### src/rtl/int_ctrl_pkg.sv
// ---------------------------------------------------------------------------
// int_ctrl_pkg
// Shared definitions for the interrupt controller that feeds CoPR0:
//   - FSM state encoding (IDLE / REQ / SERVICE)
//   - default number of IRQ lines
//   - ENABLE / DISABLE single-bit constants shared with CoPR0
// ---------------------------------------------------------------------------
package int_ctrl_pkg;

  // Handshake states of the controller. Encoding 2'd3 is unused and
  // recovers to IC_IDLE.
  typedef enum logic [1:0] {
    IC_IDLE    = 2'd0,
    IC_REQ     = 2'd1,
    IC_SERVICE = 2'd2
  } ic_state_e;

  // Default number of external IRQ lines (legal range 2..8).
  localparam int IC_N_IRQ = 4;

  // Single-bit request levels, shared with CoPR0.
  localparam logic ENABLE  = 1'b1;
  localparam logic DISABLE = 1'b0;

endpackage : int_ctrl_pkg

### src/rtl/int_priority_encoder.sv
// ---------------------------------------------------------------------------
// int_priority_encoder
// Purely combinational fixed-priority encoder: the lowest set index wins.
// Ports:
//   i_cand [N_IRQ-1:0] : candidate requests (pending and not masked)
//   o_any              : at least one candidate present
//   o_idx  [ID_W-1:0]  : index of the winning candidate (0 when none)
// ---------------------------------------------------------------------------
module int_priority_encoder
  import int_ctrl_pkg::*;
#(
  parameter int N_IRQ = IC_N_IRQ,
  parameter int ID_W  = 2
) (
  input  logic [N_IRQ-1:0] i_cand,
  output logic             o_any,
  output logic [ID_W-1:0]  o_idx
);

  logic w_found;

  // Scan upward and take the first set bit, so the lowest index wins.
  always_comb begin
    w_found = 1'b0;
    o_idx   = {ID_W{1'b0}};
    for (int i = 0; i < N_IRQ; i++) begin
      if (i_cand[i] && !w_found) begin
        o_idx   = ID_W'(i);
        w_found = 1'b1;
      end else begin
        w_found = w_found;
      end
    end
    o_any = w_found;
  end

endmodule : int_priority_encoder

### src/rtl/int_controller.sv
// ---------------------------------------------------------------------------
// int_controller
// Edge-triggered, fixed-priority interrupt controller in front of CoPR0.
// Rising edges on irq_in set pending latches; unmasked pending sources are
// arbitrated lowest-index-first and presented to CoPR0 through INT. The
// request completes on CoPR0's registered INT_ACK; the source ID then stays
// stable until the handler returns with eret.
//
// Ports:
//   clk        : single clock, rising edge active
//   reset      : asynchronous, active-low reset
//   irq_in     : external request lines (rising edge = event)
//   INT        : registered interrupt request to CoPR0
//   INT_ACK    : acknowledge from CoPR0 (registered by CoPR0)
//   eret       : handler return
//   mask_we    : mask write strobe
//   mask_wdata : new mask value (1 = masked)
//   mask       : current mask
//   pending    : pending latches
//   irq_id     : ID of the source requested or being serviced
//   in_service : high while a handler is running
// All outputs come straight from flops; no input reaches an output
// combinationally.
// ---------------------------------------------------------------------------
module int_controller
  import int_ctrl_pkg::*;
#(
  parameter int N_IRQ = IC_N_IRQ,
  parameter int ID_W  = 2
) (
  input  logic             clk,
  input  logic             reset,
  input  logic [N_IRQ-1:0] irq_in,
  output logic             INT,
  input  logic             INT_ACK,
  input  logic             eret,
  input  logic             mask_we,
  input  logic [N_IRQ-1:0] mask_wdata,
  output logic [N_IRQ-1:0] mask,
  output logic [N_IRQ-1:0] pending,
  output logic [ID_W-1:0]  irq_id,
  output logic             in_service
);

  // State and output registers
  ic_state_e        r_state;
  logic [N_IRQ-1:0] r_irq_prev;
  logic [N_IRQ-1:0] r_pending;
  logic [N_IRQ-1:0] r_mask;
  logic [ID_W-1:0]  r_irq_id;
  logic             r_int;
  logic             r_in_service;

  // Combinational next-state values
  ic_state_e        w_state_nxt;
  logic [ID_W-1:0]  w_irq_id_nxt;
  logic [N_IRQ-1:0] w_rise;
  logic [N_IRQ-1:0] w_cand;
  logic [N_IRQ-1:0] w_clr;
  logic [N_IRQ-1:0] w_pending_nxt;
  logic             w_pe_any;
  logic [ID_W-1:0]  w_pe_idx;

  // Edge detect against last cycle's sample; arbitration only ever sees
  // registered pending/mask so the request path stays flop-to-flop.
  assign w_rise = irq_in & ~r_irq_prev;
  assign w_cand = r_pending & ~r_mask;

  int_priority_encoder #(
    .N_IRQ (N_IRQ),
    .ID_W  (ID_W)
  ) u_prio (
    .i_cand (w_cand),
    .o_any  (w_pe_any),
    .o_idx  (w_pe_idx)
  );

  // Next-state, ID capture and pending-clear decode for the handshake FSM.
  always_comb begin
    w_state_nxt  = r_state;
    w_irq_id_nxt = r_irq_id;
    w_clr        = {N_IRQ{1'b0}};
    case (r_state)
      IC_IDLE: begin
        // INT_ACK and eret carry no meaning here.
        if (w_pe_any) begin
          w_state_nxt  = IC_REQ;
          w_irq_id_nxt = w_pe_idx;
        end else begin
          w_state_nxt  = IC_IDLE;
        end
      end
      IC_REQ: begin
        // ID is frozen: later, higher-priority arrivals and mask writes
        // wait until the controller is back in IDLE.
        if (INT_ACK) begin
          w_state_nxt = IC_SERVICE;
          w_clr       = {{(N_IRQ-1){1'b0}}, 1'b1} << r_irq_id;
        end else begin
          w_state_nxt = IC_REQ;
        end
      end
      IC_SERVICE: begin
        // Always pass through IDLE, even with another candidate waiting.
        if (eret) begin
          w_state_nxt = IC_IDLE;
        end else begin
          w_state_nxt = IC_SERVICE;
        end
      end
      default: begin
        w_state_nxt = IC_IDLE;
      end
    endcase
    // A new edge overrides the clear from the acknowledge of the same bit.
    w_pending_nxt = (r_pending & ~w_clr) | w_rise;
  end

  // FSM state, captured ID and the state-decoded outputs (kept in flops).
  always_ff @(posedge clk or negedge reset) begin
    if (!reset) begin
      r_state      <= IC_IDLE;
      r_irq_id     <= {ID_W{1'b0}};
      r_int        <= DISABLE;
      r_in_service <= DISABLE;
    end else begin
      r_state      <= w_state_nxt;
      r_irq_id     <= w_irq_id_nxt;
      r_int        <= (w_state_nxt == IC_REQ) ? ENABLE : DISABLE;
      r_in_service <= (w_state_nxt == IC_SERVICE) ? ENABLE : DISABLE;
    end
  end

  // Edge-detect history and pending latches.
  always_ff @(posedge clk or negedge reset) begin
    if (!reset) begin
      r_irq_prev <= {N_IRQ{1'b0}};
      r_pending  <= {N_IRQ{1'b0}};
    end else begin
      r_irq_prev <= irq_in;
      r_pending  <= w_pending_nxt;
    end
  end

  // Software mask; writable in every state, resets to fully masked.
  always_ff @(posedge clk or negedge reset) begin
    if (!reset) begin
      r_mask <= {N_IRQ{1'b1}};
    end else if (mask_we) begin
      r_mask <= mask_wdata;
    end else begin
      r_mask <= r_mask;
    end
  end

  assign INT        = r_int;
  assign in_service = r_in_service;
  assign irq_id     = r_irq_id;
  assign pending    = r_pending;
  assign mask       = r_mask;

endmodule : int_controller

### config.mk
export PLATFORM = sky130hd
export DESIGN_NAME = int_controller
export DESIGN_NICKNAME = d
export VERILOG_FILES = /design/src/rtl/int_ctrl_pkg.sv /design/src/rtl/int_priority_encoder.sv /design/src/rtl/int_controller.sv
export SDC_FILE = /design/constraint.sdc
export NUM_CORES = 1
export LEC_CHECK = 0
export CAP_MARGIN = 5
export CORE_UTILIZATION = 38
export DETAILED_ROUTE_END_ITERATION = 7
export PLACE_DENSITY = 0.69
export SYNTH_ARGS = -nofsm -noshare
export SYNTH_HDL_FRONTEND = slang
export SYNTH_SLANG_ARGS = --single-unit
export TNS_END_PERCENT = 1
### constraint.sdc
create_clock -name clk -period 1.91 [get_ports clk]
set_input_delay 0.2865 -clock clk [delete_from_list [all_inputs] [get_ports clk]]
set_output_delay 0.2865 -clock clk [all_outputs]
set_load 0.02 [all_outputs]
==> metrics <==
status=finished clean; Die Wd=around 45 µm; CP startpoint kind=flop; antenna violations before repair=0; total area of multi-input combinational cells=about 230 µm²; area share of the largest cell type after synthesis=0.492; Initial Util=0.408; Clock Skews=approximately 0.0078 ns; Pwr Density=about 1400 mW/mm²; # setup viols final=0; Die H=approximately 45 µm; Tightest Pin Transition=~0.23 ns; maximum VDD drop=~0.67 mV; final hold violation count=0; layout cell share with drive strength beyond 1=0.153; LEAKAGE=0.422 nW; Cell Area, Placed=around 990 µm²; top cells by area, synth=dfrtp_1, dfstp_2, mux2_1; post-synth cell types=19; final net count=roughly 100; largest area contributor in the netlist=dfrtp_1; Max Cap Viol=0; crit-path leading delay family=buffers and inverters; CTS Hold Bufs=0; Diodes inserted=0; CP Data Required Time=between 1.5 and 2 ns; vias per cell=between 4 and 5; Core Footprint=roughly 0.0017 mm²; Non-Filler Cell Area, Final=~0.001 mm²; IO Pins=25; Clock Latency Late Sink=0.29 ns; first-pass GRT wire length=roughly 2100 µm; syn_area_per_cell=between 10 and 15 µm²; placed insts=roughly 110; pin count of the biggest net entering global routing=19; Final Max Slew Viols=0; Setup CP Type=reg -> out; clock root cell=clkbuf_4; endpoint class of the critical path=primary output; Period minus WS final=1.74 ns; Ys Warns=0; slowest library cell on the worst path=clkdlybuf4s50_1; Routed WL=1340 µm; r2r endpoint=r_state[0]; port bufs=24; Final Util=0.589; die area=~0.0021 mm²; Max H-tree Level=1; DRC=0; Mapped Area=~700 µm²; number of global-route vias before repair=453; Fillers=roughly 150; Finished Layout Cells=110; CP bufs+invs=1; GR Overflow Total=0; R2R Path Start=mask[3]; TritonCTS Buffers=3; total track usage=0.150; WL per Instance=between 10 and 15 µm; area grow syn2layout=44.3%; FF-to-FF path depth=3; Final ANT Viol Nets=0; Vias=about 510; HPWL after DPL=1040 µm; WP data arrival=1.45 ns; RSZ-0062 raised after global routing=no; critical-path cell list=clkdlybuf4s50_1; slowest stage delay, CP=0.61 ns; HP Class=in -> async; period utilisation layout=0.911; CTS sink cnt=18; fmax=0.575 GHz; 1st-pass router iterations=2; Synth Instances=56; clk buf depth=2; flops & latches, synth=18; FF+latch area=between 400 and 500 µm²; r2r setup slk=roughly 0.65 ns; max_slew headroom=0.843; CP Max Fanout=4; Post-CTS Setup Inserts=0; Worst-path clk slew=approximately 0.1 ns; CTS tree=built; syn nets=around 70; cell row count=15; RD Place Congestion=approximately 0.7; post_cts resized=0; Final TNS setup=0 ns; DRT iter0 DRCs=2; Seq/Total Area, Yosys=0.640
## Yosys cell counts
library cell  instances
a21boi_1              1
nand2b_1              2
and2b_1               1
inv_2                 1
nand4b_1              1
nor2_2                1
o311ai_1              2
dfstp_2               4
nand3b_1              1
o31ai_1               2
nor2_1                1
mux2_1                4
a221oi_2              1
nor2b_1               3
inv_1                 6
o21ai_0               2
dfrtp_1              14
o2bb2ai_2             1
o21ai_1               8
## placed cells by master (no fill, tap or decap), types with 2 or more instances in the layout
master,Yosys,routed
clkdlybuf4s50_1,0,24
dfstp_2,4,4
dfrtp_1,14,14
inv_1,6,6
o21ai_1,8,8
nand2b_1,2,2
clkbuf_4,0,3
o21ai_0,2,2
o31ai_1,2,2
nor2b_1,3,3
o311ai_1,2,2
mux2_1,4,4
## through the flow
step	power, W	worst slack [ns]	hold slack, ns
2_1_floorplan	0.000937	0.709	-0.00909
3_3_place_gp	0.00120	0.500	0.393
3_5_place_dp	0.00121	0.489	0.397
4_1_cts	0.00145	0.148	0.301
5_1_grt	0.00152	0.122	0.304
6_report	0.00143	0.170	0.305
## power by group
group | switching, W | internal (W)
clock | 0.000114 | 0.000116
combinational | 0.000296 | 0.000295
sequential | 0.000114 | 0.000500
total | 0.000523 | 0.000911
## layer usage
metal,vias to the layer above,routed length (µm),GRT usage
li1,259,-,-
met1,244,618,0.209
met2,11,679,0.220
met3,0,43,0.0360
met4,0,0,0.0727
met5,-,0,0
## sequential cells by signal, indices dropped and copies added (netlist names)
register and count:
irq_id 2, mask 4, INT 1, pending 4, r_state 2, r_irq_prev 4
in_service 1
## layout make-up
class | count | area share
Clock buffer | 4 | 0.0353
Inverter | 7 | 0.0256
Multi-Input combinational cell | 31 | 0.224
Sequential cell | 18 | 0.443
Tap cell | 25 | 0.0305
Timing Repair Buffer | 25 | 0.241
## worst max path at each step
stage | startpoint | endpoint | slack (ns) | cells after the start
after global routing | mask[1] | mask[1] | 0.12 | 1
final | mask[1] | mask[1] | 0.17 | 1
after floorplan | mask[3] | INT | 0.71 | 3
after global placement | mask[1] | mask[1] | 0.50 | 1
after CTS | mask[1] | mask[1] | 0.15 | 1
after detailed placement | mask[1] | mask[1] | 0.49 | 1
## cell families (layout without fill, tap and decap cells)
logic type | Yosys count | in the layout | share of synthesized area
AND/OR/NAND/NOR | 10 | 10 | 0.0914
buffers and inverters | 7 | 36 | 0.0369
AO/OA/AOI/OAI | 17 | 17 | 0.169
flip-flops | 18 | 18 | 0.640
multiplexers | 4 | 4 | 0.0633
Note: power is estimated with default switching activity, not from simulation.
